## config.mk

```make
export PLATFORM = sky130hd
export DESIGN_NAME = vblank_dma
export DESIGN_NICKNAME = d
export VERILOG_FILES = /design/src/rtl/bus_pkg.sv /design/src/rtl/vblank_dma_edge_detect.sv /design/src/rtl/vblank_dma.sv
export SDC_FILE = /design/constraint.sdc
export NUM_CORES = 1
export LEC_CHECK = 0
export ABC_AREA = 1
export CAP_MARGIN = 20
export CORE_AREA = 2 2 130 69
export DETAILED_ROUTE_END_ITERATION = 10
export DIE_AREA = 0 0 132 71
export GPL_TIMING_DRIVEN = 1
export PLACE_DENSITY_LB_ADDON = 0.1
export SLEW_MARGIN = 20
export SYNTH_ARGS = -nofsm -noshare
export SYNTH_HDL_FRONTEND = slang
export SYNTH_HIERARCHICAL = 1
export SYNTH_SLANG_ARGS = --single-unit
```

## constraint.sdc

```tcl
create_clock -name clk -period 4.95 [get_ports clk]
set_input_delay 0.99 -clock clk [delete_from_list [all_inputs] [get_ports clk]]
set_output_delay 0.99 -clock clk [all_outputs]
set_load 0.02 [all_outputs]
```

## src/rtl/bus_pkg.sv

```systemverilog
// ----------------------------------------------------------------------------
// Module   : bus_pkg
// Shared 16-bit peripheral bus constants and bus-master state encoding.
// Revision : 1.0
// ----------------------------------------------------------------------------
`default_nettype none

package bus_pkg;

  localparam int ADDR_W = 16;
  localparam int DATA_W = 8;

  localparam logic [ADDR_W-1:0] RAM_BASE = 16'h0000;
  localparam logic [ADDR_W-1:0] SP_BASE  = 16'hEFF0;
  localparam logic [ADDR_W-1:0] TB_BASE  = 16'hF000;

  typedef enum logic [2:0] {
    IDLE = 3'd0,
    REQ  = 3'd1,
    RD   = 3'd2,
    WR   = 3'd3,
    DONE = 3'd4
  } dma_state_e;

endpackage

`default_nettype wire

```

## src/rtl/vblank_dma_edge_detect.sv

```systemverilog
// ----------------------------------------------------------------------------
// Module   : edge_detect
// Rising/falling strobes of a level, derived from its one-clk-delayed copy.
// Revision : 1.0
// ----------------------------------------------------------------------------
`default_nettype none

module edge_detect (
  input  logic clk,
  input  logic reset,
  input  logic sig,
  output logic rise,
  output logic fall
);

  logic r_sig_q;

  always_ff @(posedge clk or posedge reset) begin
    if (reset) begin
      r_sig_q <= 1'b0;
    end else begin
      r_sig_q <= sig;
    end
  end

  // Strobes are valid in the same cycle the new level is seen, so the
  // consumer acts on the first edge after the transition.
  assign rise = sig & ~r_sig_q;
  assign fall = ~sig & r_sig_q;

endmodule

`default_nettype wire

```

## src/rtl/vblank_dma.sv

```systemverilog
// ----------------------------------------------------------------------------
// Module   : vblank_dma
// vsync-triggered bus-master block copy from work RAM to any bus address.
// Revision : 1.0
// ----------------------------------------------------------------------------
`default_nettype none

module vblank_dma
  import bus_pkg::*;
#(
  parameter int LEN_W   = 11,
  parameter int RD_WAIT = 1
) (
  input  logic              clk,
  input  logic              reset,
  input  logic              vsync,
  input  logic              enable,
  input  logic [ADDR_W-1:0] cfg_src,
  input  logic [ADDR_W-1:0] cfg_dst,
  input  logic [LEN_W-1:0]  cfg_len,
  input  logic              bus_gnt,
  input  logic [DATA_W-1:0] din,
  output logic              bus_req,
  output logic [ADDR_W-1:0] addr,
  output logic [DATA_W-1:0] dout,
  output logic              rw,
  output logic              busy,
  output logic              done,
  output logic              overrun
);

  localparam int CNT_W = (RD_WAIT > 0) ? $clog2(RD_WAIT + 1) : 1;

  dma_state_e        r_state, w_state_nxt;
  logic [ADDR_W-1:0] r_src, w_src_nxt;
  logic [ADDR_W-1:0] r_dst, w_dst_nxt;
  logic [LEN_W-1:0]  r_remaining, w_remaining_nxt;
  logic [CNT_W-1:0]  r_cnt, w_cnt_nxt;
  logic              r_abort, w_abort_nxt;

  logic [ADDR_W-1:0] w_addr_nxt;
  logic [DATA_W-1:0] w_dout_nxt;
  logic              w_rw_nxt;
  logic              w_req_nxt;
  logic              w_done_nxt;
  logic              w_overrun_nxt;

  logic              w_rise;
  logic              w_fall;
  logic [ADDR_W-1:0] w_src_inc;
  logic [ADDR_W-1:0] w_dst_inc;
  logic [LEN_W-1:0]  w_rem_dec;

  edge_detect u_vsync_edge (
    .clk   (clk),
    .reset (reset),
    .sig   (vsync),
    .rise  (w_rise),
    .fall  (w_fall)
  );

  assign w_src_inc = r_src + ADDR_W'(1);
  assign w_dst_inc = r_dst + ADDR_W'(1);
  assign w_rem_dec = r_remaining - LEN_W'(1);

  always_ff @(posedge clk or posedge reset) begin
    if (reset) begin
      r_state     <= IDLE;
      r_src       <= '0;
      r_dst       <= '0;
      r_remaining <= '0;
      r_cnt       <= '0;
      r_abort     <= 1'b0;
      addr        <= '0;
      dout        <= '0;
      rw          <= 1'b0;
      bus_req     <= 1'b0;
      busy        <= 1'b0;
      done        <= 1'b0;
      overrun     <= 1'b0;
    end else begin
      r_state     <= w_state_nxt;
      r_src       <= w_src_nxt;
      r_dst       <= w_dst_nxt;
      r_remaining <= w_remaining_nxt;
      r_cnt       <= w_cnt_nxt;
      r_abort     <= w_abort_nxt;
      addr        <= w_addr_nxt;
      dout        <= w_dout_nxt;
      rw          <= w_rw_nxt;
      bus_req     <= w_req_nxt;
      busy        <= (w_state_nxt != IDLE);
      done        <= w_done_nxt;
      overrun     <= w_overrun_nxt;
    end
  end

  always_comb begin
    w_state_nxt     = r_state;
    w_src_nxt       = r_src;
    w_dst_nxt       = r_dst;
    w_remaining_nxt = r_remaining;
    w_cnt_nxt       = r_cnt;
    w_abort_nxt     = r_abort;
    w_addr_nxt      = addr;
    w_dout_nxt      = dout;
    w_rw_nxt        = rw;
    w_req_nxt       = bus_req;
    w_done_nxt      = 1'b0;
    w_overrun_nxt   = overrun;

    case (r_state)
      IDLE: begin
        if (w_rise && enable && (cfg_len != '0)) begin
          w_src_nxt       = cfg_src;
          w_dst_nxt       = cfg_dst;
          w_remaining_nxt = cfg_len;
          w_overrun_nxt   = 1'b0;
          w_abort_nxt     = 1'b0;
          w_req_nxt       = 1'b1;
          w_state_nxt     = REQ;
        end
      end

      REQ: begin
        if (bus_gnt) begin
          w_addr_nxt  = r_src;
          w_rw_nxt    = 1'b0;
          w_cnt_nxt   = CNT_W'(RD_WAIT);
          w_state_nxt = RD;
        end
      end

      RD: begin
        // Losing the bus mid-read restarts this byte from r_src on re-grant.
        if (!bus_gnt) begin
          w_rw_nxt    = 1'b0;
          w_state_nxt = REQ;
        end else if (r_cnt != '0) begin
          w_cnt_nxt = r_cnt - CNT_W'(1);
        end else begin
          w_dout_nxt  = din;
          w_addr_nxt  = r_dst;
          w_rw_nxt    = 1'b1;
          w_state_nxt = WR;
        end
      end

      WR: begin
        // The strobe has already been presented, so the byte always retires.
        w_rw_nxt        = 1'b0;
        w_src_nxt       = w_src_inc;
        w_dst_nxt       = w_dst_inc;
        w_remaining_nxt = w_rem_dec;
        if ((w_rem_dec == '0) || r_abort) begin
          w_req_nxt   = 1'b0;
          w_addr_nxt  = '0;
          w_done_nxt  = 1'b1;
          w_state_nxt = DONE;
        end else if (!bus_gnt) begin
          w_state_nxt = REQ;
        end else begin
          w_addr_nxt  = w_src_inc;
          w_cnt_nxt   = CNT_W'(RD_WAIT);
          w_state_nxt = RD;
        end
      end

      DONE: begin
        w_state_nxt = IDLE;
      end

      default: begin
        w_state_nxt = IDLE;
      end
    endcase

    // A vblank that ends early or a second vsync while copying is an error.
    if (r_state != IDLE) begin
      if (w_fall) begin
        w_abort_nxt   = 1'b1;
        w_overrun_nxt = 1'b1;
      end
      if (w_rise) begin
        w_overrun_nxt = 1'b1;
      end
    end
  end

endmodule

`default_nettype wire

```

=== Yosys cells after proc, flatten, opt, wreduce, memory -nomap -nowiden ===
Index checks and enable logic that the tools add are counted.
Widths: inputs -> output; s select.

* Register bits: 78
* Output and inout bits: 29
* Word-level logic and storage cells: 92

* $add $sub $neg: 4
* Eq/ne operators: 11
* Multiplexer cells: 42
* Bitwise operators: 5
* Reduce and logical (&&, ||, !) cells: 16

{| class="wikitable"
|+ Operators with widths
! cell !! count
|-
| $mux 16 || 7
|-
| $pmux 16 s2 || 2
|-
| $pmux 16 s3 || 1
|-
| $add 16x1->16 const B || 2
|-
| $pmux 11 s2 || 1
|-
| $mux 1 || 20
|-
| $mux 3 || 5
|-
| $ne 2x2->1 const B || 6
|-
| $pmux 3 s4 || 1
|-
| $reduce_and 3->1 || 4
|-
| $logic_not 11->1 || 1
|-
| $mux 11 || 1
|-
| $reduce_bool 11->1 || 1
|-
| $sub 11x1->11 const B || 1
|-
| $reduce_bool 3->1 || 3
|-
| $eq 3x2->1 const B || 2
|-
| $ne 3x3->1 const B || 2
|-
| $pmux 1 s3 || 2
|-
| $reduce_and 5->1 || 1
|-
| $eq 3x1->1 const B || 1
|-
| $logic_not 3->1 || 1
|-
| $not 1->1 || 3
|-
| $and 1x1->1 || 2
|-
| $logic_and 1x1->1 || 2
|-
| other kinds (6) || 6
|}

=== Depth between registers and ports, before layout ===
Gate-level depths: netlist of run 1.

* Word-level depth: 9
* Depth in mapped cells: 14
* Mapped depth without buffers: 13

=== Hierarchy ===
Netlist of run 1, hierarchy kept.

{| class="wikitable"
|+ Modules (own cells, without submodules)
! module !! instances !! cells each !! area each (sq um) !! sequential area each (sq um)
|-
| vblank_dma || 1 || 618 || 4489.3 || 1926.8
|-
| edge_detect || 1 || 6 || 43.8 || 25.0
|}

=== Least setup slack after synthesis of run 1 ===
Ideal clock, no wire load.

* Path kind: input to register
* Start: input port cfg_len[0]
* End: register busy
* Library setup time: 0.134 ns
* Data arrival time: 2.046 ns
* Data required time: 4.816 ns
* Setup slack: 2.771 ns
* Cell stages on the path: 8
* Cell sequence: nor4_1 -> nand3_1 -> nand2_1 -> buf_2 -> inv_1 -> clkbuf_1 -> nor2_1 -> nand4_1

* Word-level cells in the longest chain between the ends: 5

{| class="wikitable"
|+ RTL lines
! what !! RTL line !! source
|-
| from (decl) || vblank_dma.sv:20 || <nowiki>input logic [LEN_W-1:0] cfg_len,</nowiki>
|-
| $reduce_bool 11->1 || vblank_dma.sv:114 || <nowiki>if (w_rise && enable && (cfg_len != '0)) begin</nowiki>
|-
| $logic_and 1x1->1 || vblank_dma.sv:114 ||
|-
| $mux 3 || vblank_dma.sv:114 ||
|-
| $pmux 3 s4 || vblank_dma.sv:112 || <nowiki>case (r_state)</nowiki>
|-
| $reduce_bool 3->1 || vblank_dma.sv:92 || <nowiki>busy <= (w_state_nxt != IDLE);</nowiki>
|-
| to (signal assigned) || vblank_dma.sv:92 ||
|-
| to (decl) || vblank_dma.sv:27 || <nowiki>output logic busy,</nowiki>
|}

No other way between the ends.
A chain may end at the register's enable or synchronous reset.

=== Worst setup path in the final report of run 1 ===
Ends and elaborated chain as after synthesis.

==> flow_metrics.env, run 1 <==
export IMPL_final_setup_skew_ns=0.00301
export IMPL_coreArea_um2=8320
export IMPL_grt_most_used_layer="met1"
export IMPL_cp_required_ns=5.14
export IMPL_antenna_cells=0
export IMPL_relSlewSlack_pct=25.4
export IMPL_critPathCaptureType="register"
export IMPL_synth_most_common_cell="nand2_1"
export IMPL_routed_wl_um=13100
export IMPL_cts_resized=0
export IMPL_rsz0062_at_grt="no"
export IMPL_met1_usage_pct=42.4
export IMPL_cts_buffers=9
export IMPL_cts_root_buf="clkbuf_16"
export IMPL_tightest_slew_ns=1.12
export IMPL_post_place_ws_ns=1.73
export IMPL_worst_hold_path_type="reg -> reg"
export IMPL_ios=85
export IMPL_ir_worst_vdd_v=0.000299
export IMPL_clock_latency_ns=0.33
export IMPL_drc=0
export IMPL_maxCapViolations=0
export IMPL_synth_ff_type="dfrtp_1"
export IMPL_fmax_mhz=339
export IMPL_cts_tree="done"
export IMPL_postSynth_asyncResetShare_pct=100
export IMPL_grt_max_degree=43
export IMPL_ys_top_cells_by_count="173 x nand2_1, 78 x dfrtp_1, 74 x nor2_1, 67 x inv_1, 67 x nand3_1"
export IMPL_grt_pass1_wl_um=21200
export IMPL_final_cells=821
export IMPL_synth_cell_type_count=39
export IMPL_crit_arrival_ns=3.15
export IMPL_initial_core_util_pct=54.5
export IMPL_yosys_warnings=6
export IMPL_via_per_inst=5.57
export IMPL_place_inst=808
export IMPL_area_growth_pct=25.7
export IMPL_synth_top_cell_area_share_pct=43.1
export IMPL_cts_hold_buf=0
export IMPL_wl_per_cell_um=16.0
export IMPL_vias=4575
export IMPL_max_stage_delay_ns=0.46
export IMPL_rrSetupSlack_ns=2.18
export IMPL_grt_overflow_total=0
export IMPL_crit_path_cell_trace="clkdlybuf4s50_1 -> nor4_1 -> nand3_1 -> nand2_1 -> inv_1 -> nor2_1 -> nand4_1"
export IMPL_grtUsageMet3_pct=7.38
export IMPL_status="finished, final reports clean"
export IMPL_multi_input_area_um2=2220
export IMPL_regArea_um2=1950
export IMPL_drtIter0Drc=533
export IMPL_worst_setup_path_type="in -> reg"
export IMPL_path_clk_slew_ns=0.05
export IMPL_layout_setup_ws_ns=2.00
export IMPL_p_leak_uw=0.00268
export IMPL_power_density_nw_per_um2=596
export IMPL_finalSetupTns_ns=0
export IMPL_nets=762
export IMPL_grt_usage_pct=28.8
export IMPL_synth_area_leaders="dfrtp_1 43%, nand2_1 14%, nand3_1 7.4%"
export IMPL_syn_cell_area_um2=4530
export IMPL_syn_num_nets=684
export IMPL_portBuffers=84
export IMPL_ant_nets=0
export IMPL_drive_gt1_share_pct=5.97
export IMPL_avgSynthCellArea_um2=7.26
export IMPL_num_fill_cells=704
export IMPL_hpwl_um=9470
export IMPL_die_w_um=132
export IMPL_finalMaxSlewViolations=0
export IMPL_timing_hold_ws_ns=0.479
export IMPL_synth_edf_count=0
export IMPL_crit_fanout=22
export IMPL_finalSetupViolations=0
export IMPL_antenna_found_initial=0
export IMPL_grt_pass1_vias=4356
export IMPL_hold_depth=2
export IMPL_slowest_stage="nor4_1"
export IMPL_cts_setup_buffers=0
export IMPL_clkSinkCount=78
export IMPL_min_period_over_period_pct=59.6
export IMPL_fin_crit_ns=2.95
export IMPL_cts_buffer_depth=2
export IMPL_start_kind="input port"
export IMPL_die_area_um2=9370
export IMPL_htreeDepth=3
export IMPL_reg2regPathDepth=13
export IMPL_num_rows=24
export IMPL_gr_usage_met2_pct=41.6
export IMPL_synth_cells=624
export IMPL_gp_congestion=1.02
export IMPL_final_hold_viol_count=0
export IMPL_synth_seq_cells=78
export IMPL_ys_seq_area_share_pct=43.1
export IMPL_die_h_um=71
export IMPL_firstDrtPassIters=5
export IMPL_synth_largest_area_cell="dfrtp_1"
[critical path, delay by kind of cell]
family,cells,cell delay [ns]
and+or+nand+nor,5,1.31
buffers and inverters,2,0.85
[logic make-up after synthesis]
family | Yosys count | synth area share, %
simple gates | 344 | 32.5
xor+xnor | 5 | 0.966
buf+inv | 91 | 7.92
fa+ha+maj | 4 | 1.10
mux | 8 | 1.99
flops | 78 | 43.1
compound gates | 94 | 12.4
[layer usage]
layer / part of all wire, % / vias to the layer above
met3: 10 / 23
met5: 0 / -
li1: - / 2197
met1: 47 / 2110
met2: 41 / 245
met4: 1.5 / 0
[cell type report]
type | instances | share of cell area, %
Clock buffer | 10 | 4.02
Clock inverter | 3 | 0.264
Multi-Input combinational cell | 455 | 39.0
Inverter | 70 | 4.61
Sequential cell | 78 | 34.3
Timing Repair Buffer | 88 | 15.3
Tap cell | 117 | 2.57
[per-stage QoR]
stage	util [%]	total power (uW)	instance area (um^2)
floorplan	-	2240	4530
global placement	65.6	2730	5450
detailed placement	65.6	2800	5450
CTS	68.5	3380	5700
global route	68.5	3640	5700
finish	68.5	3400	5700
[final timing paths]
check,from,end
max in group asynchronous,reset,r_src[1]
setup reg to reg,r_remaining[0],busy
min in group asynchronous,reset,u_vsync_edge/r_sig_q
setup / recovery,cfg_len[0],busy
hold / removal,addr[12],addr[12]
hold reg to reg,addr[12],addr[12]
[where the power goes]
part,switching [uW],internal (uW)
logic,978,639
clock network,242,328
registers,273,938
total,1490,1910
[flip-flops by register name, indices dropped and copies added, names as in the netlist, 3 cells and up]
register and flops:
addr 16, dout 8, r_dst 16, r_remaining 11, r_src 16, r_state 3
[placed cells by master, fill, tap and decap left out, drive strengths merged, types with 4 or more instances in the layout]
cell type,Yosys,layout
mux2,8,8
nor3,5,5
o211ai,13,13
o21ai,37,37
xor2,4,4
dfrtp,78,78
a22oi,8,8
inv,70,70
nand3,68,68
buf,8,4
a21oi,16,16
clkdlybuf4s50,0,84
nand4,8,8
nor2,83,83
ha,4,4
nand2,176,176
clkbuf,13,10
a31oi,5,5
o22ai,5,5
Power figures use the tool's default switching activity.
==> run 2, diff against run 1 <==
CORE_AREA = 2 2 134 71   (was 2 2 130 69)
DIE_AREA = 0 0 136 73   (was 0 0 132 71)
clock period = 3.1 ns   (was 4.95 ns; I/O delays follow)
==> run 2 against run 1 <==
Routed wire length is 3.3% higher. Final cell count is 1.1% higher. Sequential power is 60% higher. Clock power is 98% higher. Largest cell class unchanged. Setup slack worse by 1.5 ns. Total power is 68% higher. Register-to-register slack worse by 1.7 ns. Clock-buffer cell count stayed put.
==> flow_metrics.env, run 2 (same netlist as run 1, synthesis figures left out) <==
export IMPL_cts_buffer_depth=2
export IMPL_drive_gt1_share_pct=6.77
export IMPL_cts_resized=0
export IMPL_reg2regPathDepth=12
export IMPL_routed_wl_um=13500
export IMPL_ir_worst_vdd_v=0.000513
export IMPL_cts_root_buf="clkbuf_16"
export IMPL_timing_rr_start="r_remaining[0]"
export IMPL_worst_hold_path_type="in -> async"
export IMPL_ios=85
export IMPL_grt_max_degree=72
export IMPL_ant_nets=0
export IMPL_final_cell_mix="173 x nand2_1, 84 x clkdlybuf4s50_1, 78 x dfrtp_1"
export IMPL_finalSetupTns_ns=0
export IMPL_area_growth_pct=28.2
export IMPL_design_area_um2=5810
export IMPL_initial_core_util_pct=50.7
export IMPL_antenna_found_initial=0
export IMPL_htreeDepth=3
export IMPL_nets=766
export IMPL_drc=0
export IMPL_grt_overflow_total=0
export IMPL_path_clk_slew_ns=0.06
export IMPL_clock_latency_ns=0.34
export IMPL_num_rows=25
export IMPL_fin_crit_ns=2.63
export IMPL_critPathCaptureType="register"
export IMPL_relSlewSlack_pct=51.9
export IMPL_crit_fanout=19
export IMPL_grt_pass1_wl_um=22200
export IMPL_status="finished, final reports clean"
export IMPL_finalSetupViolations=0
export IMPL_hpwl_um=9870
export IMPL_die_h_um=73
export IMPL_cts_tree="done"
export IMPL_placed_cell_area_um2=5500
export IMPL_layout_commonest_cell="nand2_1"
export IMPL_gp_congestion=1.01
export IMPL_rrSetupSlack_ns=0.47
export IMPL_die_w_um=136
export IMPL_p_leak_uw=0.00273
export IMPL_maxCapViolations=0
export IMPL_final_hold_viol_count=0
export IMPL_clkSinkCount=78
export IMPL_power_density_nw_per_um2=982
export IMPL_cts_setup_buffers=0
export IMPL_die_area_um2=9930
export IMPL_reg2reg_to="addr[2]"
export IMPL_via_per_inst=5.59
export IMPL_coreArea_um2=8950
export IMPL_min_period_over_period_pct=85.0
export IMPL_wl_per_cell_um=16.3
export IMPL_cts_hold_buf=0
export IMPL_vias=4639
export IMPL_start_kind="register"
export IMPL_power_uw=5710
export IMPL_final_setup_skew_ns=0.00805
export IMPL_fmax_mhz=380
export IMPL_tightest_slew_ns=0.721
export IMPL_cp_required_ns=3.32
export IMPL_worst_setup_path_type="reg -> reg"
export IMPL_rsz0062_at_grt="no"
export IMPL_grt_pass1_vias=4471
export IMPL_antenna_cells=0
export IMPL_num_fill_cells=803
export IMPL_drtIter0Drc=582
export IMPL_crit_arrival_ns=2.86
export IMPL_finalMaxSlewViolations=0
export IMPL_largestRegisters="addr (16), r_dst (16), r_src (16)"
export IMPL_firstDrtPassIters=5
export IMPL_grt_usage_pct=29.1
export IMPL_cts_buffers=9
export IMPL_portBuffers=84
## run 2: layout make-up
type,count,area (um^2),area share [%]
Clock buffer,10,239,4.11
Timing Repair Buffer,92,913,15.7
Sequential cell,78,1950,33.6
Clock inverter,4,72.6,1.25
Tap cell,121,151,2.60
Multi-Input combinational cell,455,2220,38.2
Inverter,70,263,4.52
## run 2: per-stage QoR
step / cells / hold WS (ns) / utilization [%] / setup WS (ns)
3_3_place_gp: 816 / 0.466 / 61.5 / 0.386
6_report: 830 / 0.474 / 65.0 / 0.466
5_1_grt: 830 / 0.496 / 65.0 / 0.251
4_1_cts: 830 / 0.470 / 65.0 / 0.513
3_5_place_dp: 816 / 0.465 / 61.5 / 0.236
2_1_floorplan: 624 / 0.349 / - / 0.513
## run 2: critical path: stages, from the launching register on
cell	delay (ns)
dfrtp_1	0.38
inv_1	0.14
ha_1	0.29
xnor2_1	0.17
nand2_1	0.11
nor2_1	0.14
nand2_1	0.11
nor2_2	0.10
nand3_2	0.35
nand4_4	0.38
nand2_4	0.19
nand2_1	0.11
nand2_1	0.06
## run 2: power by group
group / internal, uW / switching (uW) / total, uW
combinational: 1040 / 1590 / 2630
sequential: 1500 / 447 / 1940
clock: 717 / 414 / 1130
## run 2: routing by layer
layer	GRT usage (%)	vias to the layer above	share of wire (%)
met5	0	-	0
met4	6.94	0	0.97
met3	9.03	17	12
met2	41.0	238	41
met1	43.5	2170	47
li1	-	2214	-
## run 2: worst max path at each step
stage                        start   endpoint  slack (ns)  cells after the start
global route        r_remaining[0]    addr[6]        0.25                     12
global placement        cfg_len[0]  r_dst[14]        0.39                      9
floorplan                    reset    addr[0]        0.51                      1
detailed placement      cfg_len[0]  r_dst[15]        0.24                      9
CTS                 r_remaining[0]    addr[2]        0.51                     13
finish              r_remaining[0]    addr[2]        0.47                     12
